===== src/rtl/diff_dot_if.sv =====
// Beat-stream and result handshake bundle for the differential dot-product engine.
// The master side feeds beats and consumes results; the slave side is the engine.
interface diff_dot_if #(
    parameter int unsigned LANES    = 4,
    parameter int unsigned DATA_W   = 16,
    parameter int unsigned WEIGHT_W = 8,
    parameter int unsigned ACC_W    = 32,
    parameter int unsigned VEC_LEN  = 128
);
    localparam int unsigned CNT_W = $clog2(VEC_LEN + 1);

    logic                        start;
    logic                        diff_en;
    logic [ACC_W-1:0]            base_in;
    logic                        in_valid;
    logic                        in_ready;
    logic [LANES*DATA_W-1:0]     in_delta;
    logic [LANES*WEIGHT_W-1:0]   in_weight;
    logic                        out_valid;
    logic                        out_ready;
    logic [ACC_W-1:0]            out_result;
    logic                        out_sat;
    logic [CNT_W-1:0]            outlier_cnt;

    modport master (
        output start, diff_en, base_in, in_valid, in_delta, in_weight, out_ready,
        input  in_ready, out_valid, out_result, out_sat, outlier_cnt
    );

    modport slave (
        input  start, diff_en, base_in, in_valid, in_delta, in_weight, out_ready,
        output in_ready, out_valid, out_result, out_sat, outlier_cnt
    );
endinterface


===== src/rtl/diff_dot_engine.sv =====
// Streaming differential dot product: inlier lanes summed in parallel each beat, outlier lanes
// serialised one per cycle through a single wide multiplier, optional base added at the end.
module diff_dot_engine #(
    parameter int unsigned LANES    = 4,
    parameter int unsigned DATA_W   = 16,
    parameter int unsigned WEIGHT_W = 8,
    parameter int unsigned INLIER_W = 8,
    parameter int unsigned ACC_W    = 32,
    parameter int unsigned VEC_LEN  = 128
) (
    input logic       clk,
    input logic       rst,
    diff_dot_if.slave bus
);
    localparam int unsigned BEATS   = VEC_LEN / LANES;
    localparam int unsigned BEAT_W  = $clog2(BEATS + 1);
    localparam int unsigned CNT_W   = $clog2(VEC_LEN + 1);
    localparam int unsigned LANE_W  = (LANES > 1) ? $clog2(LANES) : 1;
    localparam int unsigned PROD_W  = DATA_W + WEIGHT_W;
    localparam int unsigned IPROD_W = INLIER_W + WEIGHT_W;
    localparam int unsigned SUM_W   = IPROD_W + $clog2(LANES);
    localparam int unsigned EXT_W   = ACC_W + PROD_W + 1;

    localparam logic signed [EXT_W-1:0] ACC_MAX_X = {{(EXT_W-ACC_W+1){1'b0}}, {(ACC_W-1){1'b1}}};
    localparam logic signed [EXT_W-1:0] ACC_MIN_X = {{(EXT_W-ACC_W+1){1'b1}}, {(ACC_W-1){1'b0}}};

    typedef enum logic [1:0] {StIdle, StAccum, StOutl, StDone} state_e;

    // Returns {clamped, value}; the sum is formed wide enough that it can never wrap.
    function automatic logic [ACC_W:0] sat_add(input logic signed [ACC_W-1:0] a,
                                               input logic signed [EXT_W-1:0] b);
        logic signed [EXT_W-1:0] s;
        s = EXT_W'(a) + b;
        if (s > ACC_MAX_X) return {1'b1, ACC_MAX_X[ACC_W-1:0]};
        if (s < ACC_MIN_X) return {1'b1, ACC_MIN_X[ACC_W-1:0]};
        return {1'b0, s[ACC_W-1:0]};
    endfunction

    state_e                      state_q, state_d;
    logic signed [ACC_W-1:0]     acc_q, acc_d, base_q, base_d, result_q, result_d;
    logic                        diff_en_q, diff_en_d, sat_q, sat_d;
    logic [BEAT_W-1:0]           beat_q, beat_d;
    logic [CNT_W-1:0]            cnt_q, cnt_d;
    logic [LANES-1:0]            mask_q, mask_d;
    logic [LANES*DATA_W-1:0]     od_q, od_d;
    logic [LANES*WEIGHT_W-1:0]   ow_q, ow_d;

    logic signed [SUM_W-1:0]     lane_sum;
    logic [LANES-1:0]            mask_in;
    logic [DATA_W-1:0]           lane_d;
    logic signed [WEIGHT_W-1:0]  lane_w;
    logic signed [IPROD_W-1:0]   iprod;

    // Narrow path: a lane is inlier when its top DATA_W-INLIER_W+1 bits are a pure sign run.
    always_comb begin
        lane_sum = '0;
        mask_in  = '0;
        lane_d   = '0;
        lane_w   = '0;
        iprod    = '0;
        for (int i = 0; i < LANES; i++) begin
            lane_d = bus.in_delta[i*DATA_W +: DATA_W];
            lane_w = bus.in_weight[i*WEIGHT_W +: WEIGHT_W];
            if ((&lane_d[DATA_W-1:INLIER_W-1]) || !(|lane_d[DATA_W-1:INLIER_W-1])) begin
                iprod    = $signed(lane_d[INLIER_W-1:0]) * lane_w;
                lane_sum = lane_sum + SUM_W'(iprod);
            end else begin
                mask_in[i] = 1'b1;
            end
        end
    end

    logic [LANE_W-1:0]           sel;
    logic signed [DATA_W-1:0]    o_d;
    logic signed [WEIGHT_W-1:0]  o_w;
    logic signed [PROD_W-1:0]    oprod;
    logic [LANES-1:0]            mask_clr;

    always_comb begin
        sel = '0;
        for (int i = LANES - 1; i >= 0; i--) begin
            if (mask_q[i]) sel = LANE_W'(i);
        end
        o_d      = od_q[int'(sel)*DATA_W +: DATA_W];
        o_w      = ow_q[int'(sel)*WEIGHT_W +: WEIGHT_W];
        oprod    = o_d * o_w;
        mask_clr = mask_q & ~(LANES'(1) << sel);
    end

    logic signed [EXT_W-1:0]     addend;
    logic [ACC_W:0]              acc_sum, fin;
    logic                        finish;

    always_comb begin
        addend    = (state_q == StOutl) ? EXT_W'(oprod) : EXT_W'(lane_sum);
        acc_sum   = sat_add(acc_q, addend);
        fin       = sat_add(acc_sum[ACC_W-1:0], EXT_W'(base_q));
        finish    = 1'b0;
        state_d   = state_q;
        acc_d     = acc_q;
        base_d    = base_q;
        diff_en_d = diff_en_q;
        sat_d     = sat_q;
        beat_d    = beat_q;
        cnt_d     = cnt_q;
        mask_d    = mask_q;
        od_d      = od_q;
        ow_d      = ow_q;
        result_d  = result_q;
        unique case (state_q)
            StIdle: begin
                if (bus.start) begin
                    state_d   = StAccum;
                    acc_d     = '0;
                    base_d    = bus.base_in;
                    diff_en_d = bus.diff_en;
                    sat_d     = 1'b0;
                    beat_d    = '0;
                    cnt_d     = '0;
                    mask_d    = '0;
                end
            end
            StAccum: begin
                if (bus.in_valid) begin
                    acc_d  = acc_sum[ACC_W-1:0];
                    sat_d  = sat_q | acc_sum[ACC_W];
                    beat_d = beat_q + BEAT_W'(1);
                    mask_d = mask_in;
                    od_d   = bus.in_delta;
                    ow_d   = bus.in_weight;
                    if (mask_in != '0) begin
                        state_d = StOutl;
                    end else if (beat_q == BEAT_W'(BEATS - 1)) begin
                        finish = 1'b1;
                    end
                end
            end
            StOutl: begin
                acc_d  = acc_sum[ACC_W-1:0];
                sat_d  = sat_q | acc_sum[ACC_W];
                mask_d = mask_clr;
                cnt_d  = cnt_q + CNT_W'(1);
                if (mask_clr == '0) begin
                    if (beat_q == BEAT_W'(BEATS)) finish = 1'b1;
                    else                          state_d = StAccum;
                end
            end
            StDone: begin
                if (bus.out_ready) state_d = StIdle;
            end
            default: state_d = StIdle;
        endcase
        // Result is taken from the final accumulation of this same edge, so no extra cycle.
        if (finish) begin
            state_d  = StDone;
            result_d = diff_en_q ? fin[ACC_W-1:0] : acc_sum[ACC_W-1:0];
            sat_d    = sat_q | acc_sum[ACC_W] | (diff_en_q & fin[ACC_W]);
        end
    end

    always_ff @(posedge clk or posedge rst) begin
        if (rst) begin
            state_q   <= StIdle;
            acc_q     <= '0;
            base_q    <= '0;
            diff_en_q <= 1'b0;
            sat_q     <= 1'b0;
            beat_q    <= '0;
            cnt_q     <= '0;
            mask_q    <= '0;
            od_q      <= '0;
            ow_q      <= '0;
            result_q  <= '0;
        end else begin
            state_q   <= state_d;
            acc_q     <= acc_d;
            base_q    <= base_d;
            diff_en_q <= diff_en_d;
            sat_q     <= sat_d;
            beat_q    <= beat_d;
            cnt_q     <= cnt_d;
            mask_q    <= mask_d;
            od_q      <= od_d;
            ow_q      <= ow_d;
            result_q  <= result_d;
        end
    end

    assign bus.in_ready    = (state_q == StAccum);
    assign bus.out_valid   = (state_q == StDone);
    assign bus.out_result  = result_q;
    assign bus.out_sat     = sat_q;
    assign bus.outlier_cnt = cnt_q;
endmodule

===== src/flat_wrapper.sv =====
// flat-port wrapper written by rule: the top's interface ports become plain ports
module diff_dot_engine_flat 
#(
    parameter int unsigned LANES    = 4,
    parameter int unsigned DATA_W   = 16,
    parameter int unsigned WEIGHT_W = 8,
    parameter int unsigned INLIER_W = 8,
    parameter int unsigned ACC_W    = 32,
    parameter int unsigned VEC_LEN  = 128
)
  (clk, rst, bus_start, bus_diff_en, bus_base_in, bus_in_valid, bus_in_delta, bus_in_weight, bus_out_ready, bus_in_ready, bus_out_valid, bus_out_result, bus_out_sat, bus_outlier_cnt);
  diff_dot_if #(.LANES(LANES), .DATA_W(DATA_W), .WEIGHT_W(WEIGHT_W), .ACC_W(ACC_W), .VEC_LEN(VEC_LEN)) bus_i ();
  input logic clk;
  input logic rst;
  input wire logic [$bits(bus_i.start)-1:0] bus_start;
  input wire logic [$bits(bus_i.diff_en)-1:0] bus_diff_en;
  input wire logic [$bits(bus_i.base_in)-1:0] bus_base_in;
  input wire logic [$bits(bus_i.in_valid)-1:0] bus_in_valid;
  input wire logic [$bits(bus_i.in_delta)-1:0] bus_in_delta;
  input wire logic [$bits(bus_i.in_weight)-1:0] bus_in_weight;
  input wire logic [$bits(bus_i.out_ready)-1:0] bus_out_ready;
  output wire logic [$bits(bus_i.in_ready)-1:0] bus_in_ready;
  output wire logic [$bits(bus_i.out_valid)-1:0] bus_out_valid;
  output wire logic [$bits(bus_i.out_result)-1:0] bus_out_result;
  output wire logic [$bits(bus_i.out_sat)-1:0] bus_out_sat;
  output wire logic [$bits(bus_i.outlier_cnt)-1:0] bus_outlier_cnt;
  assign bus_i.start = bus_start;
  assign bus_i.diff_en = bus_diff_en;
  assign bus_i.base_in = bus_base_in;
  assign bus_i.in_valid = bus_in_valid;
  assign bus_i.in_delta = bus_in_delta;
  assign bus_i.in_weight = bus_in_weight;
  assign bus_i.out_ready = bus_out_ready;
  assign bus_in_ready = bus_i.in_ready;
  assign bus_out_valid = bus_i.out_valid;
  assign bus_out_result = bus_i.out_result;
  assign bus_out_sat = bus_i.out_sat;
  assign bus_outlier_cnt = bus_i.outlier_cnt;
  diff_dot_engine #(.LANES(LANES), .DATA_W(DATA_W), .WEIGHT_W(WEIGHT_W), .INLIER_W(INLIER_W), .ACC_W(ACC_W), .VEC_LEN(VEC_LEN)) u_core (.clk(clk), .rst(rst), .bus(bus_i));
endmodule

===== config.mk =====
export PLATFORM = sky130hd
export DESIGN_NAME = diff_dot_engine_flat
export DESIGN_NICKNAME = d
export VERILOG_FILES = /design/src/rtl/diff_dot_if.sv /design/src/rtl/diff_dot_engine.sv /design/src/flat_wrapper.sv
export SDC_FILE = /design/constraint.sdc
export NUM_CORES = 2
export LEC_CHECK = 0
export CORE_MARGIN = 2
export CORE_UTILIZATION = 38
export CTS_CLUSTER_DIAMETER = 50
export DETAILED_ROUTE_END_ITERATION = 7
export PLACE_DENSITY = 0.66
export REMOVE_ABC_BUFFERS = 1
export SYNTH_ARGS = -nofsm -noshare
export SYNTH_HDL_FRONTEND = slang
export SYNTH_SLANG_ARGS = --single-unit

===== constraint.sdc =====
create_clock -name clk -period 25.8 [get_ports clk]
set_input_delay 3.87 -clock clk [delete_from_list [all_inputs] [get_ports clk]]
set_output_delay 3.87 -clock clk [all_outputs]
set_load 0.01 [all_outputs]

==> reports/qor.yml <==
grt:
  antenna_found_initial: 1
  global_route.usage.met2: 0.346
  via_count_of_the_first_global_routing_pass: 25404
  globalRoute.busiestLayer: "met2"
  met3_usage: 0.0268
  grt_pass1_wl_um: 140000
  grt_overflow_total: 0
  grt_start_max_net_pins: 86
  grtUsageTotal: 0.211
  grtUsageMet1: 0.302
place:
  gpl.final_weighted_congestion: 0.910
  place_worst_setup_slack_ns: -0.252
  hpwl_um: 70200
  placed_cells_incl_taps: 4587
  buffer_ports.inserted: 176
  postPlaceCellArea_um2: 34100
synth:
  synth_top_cells_by_area: "sky130_fd_sc_hd__fa_1, sky130_fd_sc_hd__dfrtp_1, sky130_fd_sc_hd__ha_1"
  async_reset_ff_frac: 1.00
  synth-main-ff-cell: "sky130_fd_sc_hd__dfrtp_1"
  synth_compound_area_frac: 0.129
  synth_cells: 3385
  combinational_family_with_the_most_area_after_synthesis: "adder cells"
  post_synth_xor_area_fraction: 0.0380
  seq_area_frac_synth: 0.173
  synth.lib_cells_used.distinct: 79
  adder_cell_share_of_the_synthesized_area: 0.368
  syn_area_per_cell_um2: 9.13
  synth.ff_latch_count: 214
  synth-edff-count: 0
  syn-cell-area_um2: 30900
  synth.area.mux_share: 0.0618
  ys.warnings.count: 0
  yosysTopAreaCell: "sky130_fd_sc_hd__fa_1"
  synthSimpleGateAreaFrac: 0.146
  netlist.area_leader.share: 0.259
finish:
  final-instance-count-excl-fill: 4651
  final_design_area_no_fill_um2: 35500
  filler_cell_count: 7754
  area_growth_pct: 14.8
  layout.cells.most_common_list: "sky130_fd_sc_hd__inv_1, sky130_fd_sc_hd__fa_1, sky130_fd_sc_hd__nand2_1"
  layout.cells.most_common: "sky130_fd_sc_hd__inv_1"
  antenna_cells: 0
  fin_nets: 4369
  layout_cells_sized_above_1: 0.0944
clock_network:
  cts_num_sinks: 214
  clock_tree_buffer_depth: 3
  cts_hold_buffers: 0
  htree_num_levels: 2
  clock_tree_from_tritoncts: "built"
  clock_tree.root_cell: "sky130_fd_sc_hd__clkbuf_16"
  tritoncts.num_buffers: 34
  clock_transition_at_the_registers_of_the_reported_paths_ns: 0.06
  clk_latency_ns: 0.55
timing:
  fin_worst_hold_slack_ns: 0.487
  endpoints_failing_hold: 0
  final.min_clock_period_ns: 24.82
  clock_skew_ns: 0.0266
  timing.final.ws_setup_ns: 0.978
  final_max_slew_violation_count: 0
  final_setup_vio_count: 0
  fin_crit_sh: 0.962
  fmax_achieved_mhz: 40.3
  timing_worst_slew_pin_value_ns: 0.954
  maxSlewHeadroom: 0.364
hold_path:
  min-delay-path-class: "flip-flop to flip-flop"
critical_path:
  category_of_the_worst_setup_path_launch_point: "primary input"
  critical_path.most_common_cell: "sky130_fd_sc_hd__fa_1"
  worst_ep_arrival_time_ns: 25.22
  timing.critical_path.required_ns: 26.20
  critical_path.max_fanout: 9
  max_stage_delay_ns: 0.55
  critPathKind: "primary input to flip-flop"
  cp-end-kind: "flip-flop"
  critical-path-slowest-cell: "sky130_fd_sc_hd__fa_1"
job:
  max_cap_viol_count: 0
die:
  effective_utilization_at_floorplan: 0.384
  dieWidth_um: 289
  core.rowCount: 104
  area_of_the_die_um2: 83600
  design.core.area_um2: 80500
  floorplan.die.height_um: 289
  num_io_pins: 177
detailed_routing:
  route.detailed.drc: 0
  drt_first_pass_iters: 5
  num_vias: 24715
  route.detailed.wl_per_inst_um: 18.4
  via_per_inst: 5.31
  antenna_violating_nets_post_route: 0
  drt_first_iter_violations: 1832
  total_routed_length_um: 85600
status:
  result_of_the_run: "completed"
per-stage QoR:
step / util / TNS, ns
finish: 0.441 / 0
global route: 0.441 / -0.0157
CTS: 0.438 / 0
detailed placement: 0.423 / -4.04
global placement: 0.423 / 0
floorplan: - / 0
kinds of logic (layout without fill, tap and decap cells):
group,after synthesis,after routing
AO/OA/AOI/OAI,593,593
XOR/XNOR,134,134
adder cells (fa/ha/maj),670,670
buffers and inverters,678,884
flip-flops,214,214
multiplexers,174,174
AND/OR/NAND/NOR,922,922
state kept, by name (all words and copies together), names as in the netlist:
name,flops
u_core.bus.out_result,32
u_core.bus.outlier_cnt,8
u_core.acc_q,32
u_core.ow_q,32
u_core.diff_en_q,1
u_core.state_q,2
u_core.mask_q,4
u_core.beat_q,6
u_core.bus.out_sat,1
u_core.base_q,32
u_core.od_q,64
path summary, 6_finish.rpt:
kind                            cells past startpoint                      start                        end  slack [ns]
min in group asynchronous                           2                        rst  u_core.bus.outlier_cnt[3]        3.81
max in group asynchronous                           3                        rst             u_core.od_q[6]       20.64
worst max register to register                     41           u_core.mask_q[0]  u_core.bus.out_result[20]       12.95
worst min register to register                      2  u_core.bus.out_result[23]  u_core.bus.out_result[23]        0.49
worst min-delay path                                2  u_core.bus.out_result[23]  u_core.bus.out_result[23]        0.49
worst max-delay path                               78           bus_in_weight[6]  u_core.bus.out_result[20]        0.98
area by class of cell:
cell class                 count  area, um^2  share of cell area
multi-input combinational   2493       23200               0.653
sequential                   214        5360               0.151
timing repair buffer         243        2280              0.0642
inverter                     580        2190              0.0617
tap                         1060        1330              0.0374
clock buffer                  40         905              0.0255
clock inverter                21         272             0.00765
cells in the mapped netlist, drive strengths merged, types with 21 or more instances:
library cell,number
nand2,267
fa,400
mux2,134
ha,269
nor3,49
inv,579
or2,24
o221ai,37
a211oi,43
nand2b,69
nor2,207
o21a,28
a21o,55
mux2i,40
a21oi,127
and2,153
clkbuf,85
and3,27
a22o,22
xor2,46
dfrtp,214
o211ai,21
o21ai,133
xnor2,88
nand3,43
worst max-delay path, delay by kind of cell:
kind	cells	cell delay [ns]
compound gates	22	4.43
simple gates	14	3.33
xor+xnor	5	0.87
mux	2	0.67
fa+ha+maj	25	10.61
buf+inv	10	1.35
layer usage:
metal,part of all wire,vias up
li1,-,11557
met1,0.47,12411
met2,0.46,666
met3,0.055,81
met4,0.017,0
met5,0,-
repair_timing:
action / 4_1_cts / 5_1_grt
setup endpoints to repair: 0 / 33
setup buffers: 0 / 3
resized for setup: 0 / 49
Power is left out: the tool's default activity adds up to more than one toggle a clock period on the data nets, which glitch-free logic cannot reach.
